## config.mk

```make
export PLATFORM = sky130hd
export DESIGN_NAME = relu_pool_8_2
export DESIGN_NICKNAME = d
export VERILOG_FILES = /design/src/rtl/relu_pool_pkg.sv /design/src/rtl/relu_pool_fifo.sv /design/src/rtl/relu_pool_8_2.sv
export SDC_FILE = /design/constraint.sdc
export NUM_CORES = 1
export LEC_CHECK = 0
export BUFFER_PORTS_ARGS = -buffer_cell sky130_fd_sc_hd__buf_2
export CAP_MARGIN = 20
export CORE_MARGIN = 5
export CORE_UTILIZATION = 55
export CTS_BUF_LIST = sky130_fd_sc_hd__clkbuf_8 sky130_fd_sc_hd__clkbuf_16
export CTS_CLUSTER_DIAMETER = 200
export DETAILED_ROUTE_END_ITERATION = 6
export PLACE_DENSITY = 0.77
export SETUP_SLACK_MARGIN = 0.3
export SKIP_LAST_GASP = 1
export SLEW_MARGIN = 40
export SYNTH_ARGS = -nofsm -noshare
export SYNTH_HDL_FRONTEND = slang
export SYNTH_HIERARCHICAL = 1
export SYNTH_SLANG_ARGS = --single-unit
export TNS_END_PERCENT = 30
```

## constraint.sdc

```tcl
create_clock -name clk -period 4.9 [get_ports clk]
set_input_delay 1.225 -clock clk [delete_from_list [all_inputs] [get_ports clk]]
set_output_delay 1.225 -clock clk [all_outputs]
set_load 0.02 [all_outputs]
```

## src/rtl/relu_pool_pkg.sv

```systemverilog
// relu_pool_pkg: shared widths, default geometry and data typedefs for the relu/pool block
package relu_pool_pkg;
  localparam int Y_W = 23;
  localparam int ZW_DEF = 16;
  localparam int L_DEF = 8;
  localparam int P_DEF = 2;
  typedef logic signed [Y_W-1:0] y_t;
  typedef logic [ZW_DEF-1:0] z_t;
endpackage

```

## src/rtl/relu_pool_fifo.sv

```systemverilog
// relu_pool_fifo: 2-entry output FIFO with simultaneous push/pop support
module relu_pool_fifo import relu_pool_pkg::*; #(
  parameter int W = ZW_DEF
) (
  input  logic         clk,
  input  logic         rst,
  input  logic         push,
  input  logic         pop,
  input  logic [W-1:0] din,
  output logic [W-1:0] dout,
  output logic         valid,
  output logic         full
);
  logic [W-1:0] mem [2];
  logic wp, rp, pop_ok;
  logic [1:0] cnt;
  assign valid = cnt != 2'd0;
  assign full = cnt[1];
  assign dout = mem[rp];
  assign pop_ok = pop && valid;
  always_ff @(posedge clk) begin
    if (rst) begin
      wp <= 1'b0;
      rp <= 1'b0;
      cnt <= 2'd0;
    end else begin
      if (push) begin
        mem[wp] <= din;
        wp <= !wp;
      end
      if (pop_ok) rp <= !rp;
      cnt <= cnt + 2'(push) - 2'(pop_ok);
    end
  end
endmodule

```

## src/rtl/relu_pool_8_2.sv

```systemverilog
// relu_pool_8_2: ReLU, max-pool over windows of P within vectors of L, saturate to ZW bits, 2-entry output FIFO
module relu_pool_8_2 import relu_pool_pkg::*; #(
  parameter int L = L_DEF,
  parameter int P = P_DEF,
  parameter int ZW = ZW_DEF
) (
  input  logic           clk,
  input  logic           reset,
  input  logic [Y_W-1:0] y_data,
  input  logic           y_valid,
  output logic           y_ready,
  output logic [ZW-1:0]  z_data,
  output logic           z_valid,
  input  logic           z_ready
);
  localparam int IW = L > 1 ? $clog2(L) : 1;
  localparam int PW = P > 1 ? $clog2(P) : 1;
  localparam int RW = Y_W - 1;
  localparam int EW = RW > ZW ? RW : ZW;
  logic [IW-1:0] idx;
  logic [PW-1:0] pos;
  logic [RW-1:0] m, r, mx;
  logic [EW-1:0] ext;
  logic [ZW-1:0] sat;
  logic acc, close, full;
  assign acc = y_valid && y_ready;
  assign r = y_data[Y_W-1] ? '0 : y_data[RW-1:0];
  assign mx = (pos == '0 || r > m) ? r : m;
  assign close = pos == PW'(P - 1) || idx == IW'(L - 1);
  assign ext = EW'(mx);
  assign sat = ext > EW'({ZW{1'b1}}) ? '1 : ext[ZW-1:0];
  assign y_ready = !full && !reset;
  always_ff @(posedge clk) begin
    if (reset) begin
      idx <= '0;
      pos <= '0;
      m <= '0;
    end else if (acc) begin
      idx <= idx == IW'(L - 1) ? '0 : idx + 1'b1;
      pos <= close ? '0 : pos + 1'b1;
      m <= mx;
    end
  end
  relu_pool_fifo #(.W(ZW)) u_fifo (
    .clk(clk),
    .rst(reset),
    .push(acc && close),
    .pop(z_valid && z_ready),
    .din(sat),
    .dout(z_data),
    .valid(z_valid),
    .full(full)
  );
endmodule

```

# Word-level counts from Yosys, hierarchy flattened
# Memories as Yosys holds them, arrays and structs flattened. A register that Yosys moved wholly into a read port is not among the register bits.
# Index checks and enable logic that the tools add are counted.
[totals] elab_cells=37 ff_bits=30 memories=1 output_inout_bits=18 ramBits=32
[mem_list] memory="u_fifo.mem" depth=2 word_bits=16 rd=1 rd_clocked_by_memory_dff=1 write_ports=1 line="relu_pool_fifo.sv:14" source="logic [W-1:0] mem [2];"
[op_classes] addsub=4 magnitude_cmp=2 bitwise=1 mux=10 n_eq_ne=1 n_reduce_logical=12
[ops] cell="$mux W22" n=2
[ops] cell="$gt A22 B16 Y1 const B" n=1
[ops] cell="$gt A22 B22 Y1" n=1
[ops] cell="$mux W16" n=1
[ops] cell="$mux W1" n=6
[ops] cell="$logic_and A1 B1 Y1" n=5
[ops] cell="$logic_not A1 Y1" n=4
[ops] cell="$add A3 B1 Y3 const B" n=1
[ops] cell="$eq A3 B3 Y1 const B" n=1
[ops] cell="$mux W3" n=1
[ops] cell="$add A2 B1 Y2" n=1
[ops] cell="$logic_or A1 B1 Y1" n=2
[ops] cell="$reduce_bool A2 Y1" n=1
[ops] cell="$sub A2 B1 Y2" n=1
[ops] cell="$add A1 B1 Y1 const B" n=1
[ops] cell="$not A1 Y1" n=1

# Logic depth before layout (Yosys ltp)
[depth] word_depth=7 mapped_depth=12 mapped_depth_nobuf=9

# Hierarchy
# Netlist, hierarchy kept.
[modules_own_cells] mod="relu_pool_8_2" area_per_inst_um2=1901.8 cells_each=226 instances=1 seq_area_each_um2=520.5
[modules_own_cells] mod="relu_pool_fifo" area_per_inst_um2=1445.1 cells_each=72 instances=1 seq_area_each_um2=1061.0

# Least setup slack after synthesis
# No wires, ideal clock.
[synth_path] kind="input-to-reg" start="in y_data[22]" end="mem u_fifo/mem[0][10] in the netlist's numbering (data pin)" n_path_buf=3 setup_slack_ns=1.073 path_stages=12 t_arrival_ns=3.563 setup_time_ns=0.265 required_ns=4.635 cell_sequence="clkbuf_1 > clkbuf_1 > nand2b_1 > inv_1 > ha_1 > nand2_1 > or4_4 > a311o_1 > nand4_2 > a21oi_2 > buf_2 > o32a_1"
[synth_between] elab_chain_cells=6
[synth_rtl] item="from (decl)" line="relu_pool_8_2.sv:9" source="input logic [Y_W-1:0] y_data,"
[synth_rtl] item="$mux W22 (*)" line="relu_pool_8_2.sv:27" source="assign r = y_data[Y_W-1] ? '0 : y_data[RW-1:0];"
[synth_rtl] item="$gt A22 B22 Y1" line="relu_pool_8_2.sv:28" source="assign mx = (pos == '0 || r > m) ? r : m;"
[synth_rtl] item="$logic_or A1 B1 Y1" line="relu_pool_8_2.sv:28"
[synth_rtl] item="$mux W22 (*)" line="relu_pool_8_2.sv:28"
[synth_rtl] item="$gt A22 B16 Y1" line="relu_pool_8_2.sv:31" source="assign sat = ext > EW'({ZW{1'b1}}) ? '1 : ext[ZW-1:0];"
[synth_rtl] item="$mux W16 (*)" line="relu_pool_8_2.sv:31"
[synth_rtl] item="named net sat[10]" line="relu_pool_8_2.sv:24" source="logic [ZW-1:0] sat;"
[synth_rtl] item="to (decl)" line="relu_pool_fifo.sv:14"
# Mark *: on every way through the listed nets, which the timed path passes. The rest lies on a longest branch.

# Final worst setup path
[layout_path] start="in y_data[22]" end="reg m[1]"
[layout_between] elab_chain_cells=4
[layout_rtl] item="$mux W22 (*)" line="relu_pool_8_2.sv:27"
[layout_rtl] item="$gt A22 B22 Y1" line="relu_pool_8_2.sv:28"
[layout_rtl] item="$logic_or A1 B1 Y1" line="relu_pool_8_2.sv:28"
[layout_rtl] item="$mux W22 (*)" line="relu_pool_8_2.sv:28"
[layout_rtl] item="to (signal assigned)" line="relu_pool_8_2.sv:41" source="m <= mx;"
[layout_rtl] item="to (decl)" line="relu_pool_8_2.sv:22" source="logic [RW-1:0] m, r, mx;"
# Mark *: on every way between the ends. The rest lies on a longest branch, timed or not.
# A chain may end at the register's enable or synchronous reset.

==> impl_metrics.ini <==
[global_route]
grt_pass1_wl_mm = 10.4
antenna_found_initial = 0
top_usage_layer = met2
grtUsageMet3_pct = 4.42
grtUsageMet1_pct = 23.5
use_met2_pct = 27.8
grt-ovfl-total = 0
grt_pass1_vias = 2159
grt_max_degree = 23
track_usage_pct = 17.8

[yosys]
ys_warn_count = 6
yosysSeqAreaShare_pct = 47.3
synth_edf_count = 32
synthTopCellsByArea = edfxtp_1 (29%), dfxtp_1 (19%), ha_1 (9.7%), o2bb2ai_1 (5.8%), inv_1 (5.2%)
yosysTopAreaCell = edfxtp_1
syn_inst = 298
post_synth_num_cell_types = 45
yosysTopAreaCellShare_pct = 28.7
synth_nets = 351
syn-cell-area_um2 = 3350
syn_avg_cell_area_um2 = 11.2
ys.flop_type = edfxtp_1
synth-seq-cells = 63
async_flop_share_pct = 0

[timing]
post-route-period-util_pct = 81.5
period_minus_slack_ns = 3.99
finalHoldViolations = 0
rsz0062_at_grt = no
slew_headroom_pct = 47.9
timing.fmax_mhz = 250
finalSetupViolations = 0
clock_skew_ns = 0.00737
setup_tns_ns = 0
slew_violations = 0
tightest_slew_ns = 0.782

[clocking]
htreeDepth = 3
postCtsResizedCells = 0
cts_sinks = 63
post_cts_buffers = 0
cts_root_buf = clkbuf_8
clockBufferDepth = 2
postCtsHoldBufs = 0
insertion_delay_ns = 0.34
cts_tree = yes
clkTransAtPathRegs_ns = 0.06
numCtsBuffers = 9

[final_layout]
regArea_um2 = 1580
fin_nets = 399
instances_no_fill = 425
area_growth_pct = 15.2
drive_above_1_share_pct = 24.6
fill_cells = 458
multi_input_area_um2 = 1510
num_antenna_cells = 0

[critical_path]
arrival_ns = 4.22
startpoint = y_data[22]
start_kind = input pin
criticalPathCategory = input pin to flop
rr_startpoint = m[19]$_SDFFE_PP0P_
end_kind = flop
path_max_fanout = 22
required_ns = 5.12

[power_and_ir_drop]
p_per_area_nw_per_um2 = 326
seq_power_share_pct = 46.6
power_leakage_nw = 1.62
internal_power_mw = 0.972
peakVddDrop_v = 0.000208
p_switching_mw = 0.285
switching_share_pct = 22.7
clockPowerShare_pct = 41.0
p_comb_share_pct = 12.4

[die]
core_um2 = 5920
rows = 28
dieHeight_um = 88.0
die_w_um = 88.0
die-area_um2 = 7750
ios = 45
initial_core_util_pct = 56.5

[placed_design]
post-dp-hpwl_mm = 4.57
portBuffers = 44
gp_congestion = 0.819
placed_cells = 410

[status]
status = finished clean

[detailed_routing]
via_per_inst = 5.50
detail_route.first_pass.iterations = 4
drc = 0
drt-wirelength-per-cell_um = 14.9
wl_mm = 6.33
vias = 2337
antenna_left = 0
drtIter0Drc = 140

[min_path]
holdCritStartpoint = m[16]$_SDFFE_PP0P_
worstHoldPathType = flop to flop

[job]
drv_cap = 0
## flip-flops by register name (all words and copies together) (netlist names), named ones only
register / flops
u_fifo/cnt: 2
pos: 1
u_fifo/wp: 1
m: 22
u_fifo/rp: 1
idx: 3
u_fifo/mem: 32
## power by group through the flow
stage          clock network [mW]  registers, mW  logic [mW]
3_5_place_dp                    0          0.596       0.155
6_report                    0.516          0.585       0.156
5_1_grt                     0.548          0.587       0.175
2_1_floorplan                   0          0.592       0.114
3_3_place_gp                    0          0.596       0.152
4_1_cts                     0.524          0.585       0.156
## kinds of logic (layout without fill, tap and decap cells)
family          Yosys count  in the layout  synth area share [%]
xor+xnor                  2              2                 0.935
simple gates             65             65                  11.6
compound gates           62             62                  15.0
fa+ha+maj                26             26                  9.72
flops                    63             63                  47.3
buf+inv                  60            112                  7.74
mux                      20             20                  7.78
## layout make-up
cell class,count,share of cell area (%)
sequential,63,41.1
multi-input combinational,175,39.2
timing repair buffer,50,6.88
inverter,47,4.58
clock buffer,9,3.21
clock inverter,6,2.63
tap,75,2.43
## cell usage in the layout, fill, tap and decap left out, types with 2 or more instances in the layout
cell | synthesis | layout
a21o_1 | 4 | 4
a21oi_1 | 9 | 9
and2_1 | 2 | 2
buf_2 | 3 | 44
buf_4 | 3 | 6
bufinv_16 | 0 | 3
clkbuf_8 | 0 | 9
clkinv_1 | 0 | 2
dfxtp_1 | 31 | 30
edfxtp_1 | 32 | 32
ha_1 | 26 | 26
inv_1 | 46 | 47
mux2_1 | 2 | 2
mux2_2 | 6 | 6
mux2_4 | 10 | 10
mux2i_1 | 2 | 2
nand2_1 | 4 | 4
nand2b_1 | 25 | 25
nand3_1 | 2 | 2
nand4_1 | 6 | 6
nor2_1 | 10 | 10
nor2b_1 | 3 | 3
nor3_1 | 3 | 3
nor4_1 | 2 | 2
o21a_1 | 2 | 2
o21ai_0 | 4 | 4
o2bb2ai_1 | 22 | 22
o32a_1 | 15 | 15
## worst max-delay path, cell delays in order
cell and delay, ns:
buf_2 0.28, nand2b_1 0.17, inv_1 0.06, ha_1 0.30
a21o_1 0.18, a21o_1 0.17, a2111oi_0 0.55, nand4_2 0.23
o211ai_1 0.68, buf_4 0.28, o2bb2ai_1 0.08
## cell usage after synthesis, types with 2 or more instances
cell / count
a21o_1: 4
a21oi_1: 9
and2_1: 2
buf_2: 3
buf_4: 3
clkbuf_1: 5
dfxtp_1: 31
edfxtp_1: 32
ha_1: 26
inv_1: 46
mux2_1: 2
mux2_2: 6
mux2_4: 10
mux2i_1: 2
nand2_1: 4
nand2b_1: 25
nand3_1: 2
nand4_1: 6
nor2_1: 10
nor2b_1: 3
nor3_1: 3
nor4_1: 2
o21a_1: 2
o21ai_0: 4
o2bb2ai_1: 22
o32a_1: 15
## routing by layer
layer,routed length [um],up-vias
met5,0,-
met4,106,0
met3,370,12
met2,2920,57
met1,2940,1093
li1,-,1175
## path summary, 6_finish.rpt
path | endpoint | slack [ns] | cells past startpoint
worst max register to register | m[1]$_SDFFE_PP0P_ | 1.85 | 9
worst max-delay path | m[1]$_SDFFE_PP0P_ | 0.91 | 11
worst min register to register | m[16]$_SDFFE_PP0P_ | 0.47 | 1
worst min-delay path | m[16]$_SDFFE_PP0P_ | 0.47 | 1
## metrics by stage
stage	area (um^2)	power, mW	util, %	hold slack [ns]	setup slack, ns
after CTS	3850	1.27	65.1	0.469	0.936
after detailed placement	3630	0.751	61.3	0.450	0.643
after global routing	3850	1.31	65.1	0.488	0.738
after global placement	3630	0.748	61.3	0.450	0.571
after floorplan	3350	0.706	-	0.432	1.07
final	3850	1.26	65.1	0.468	0.907
No activity file was read; power rests on OpenSTA's default activity.
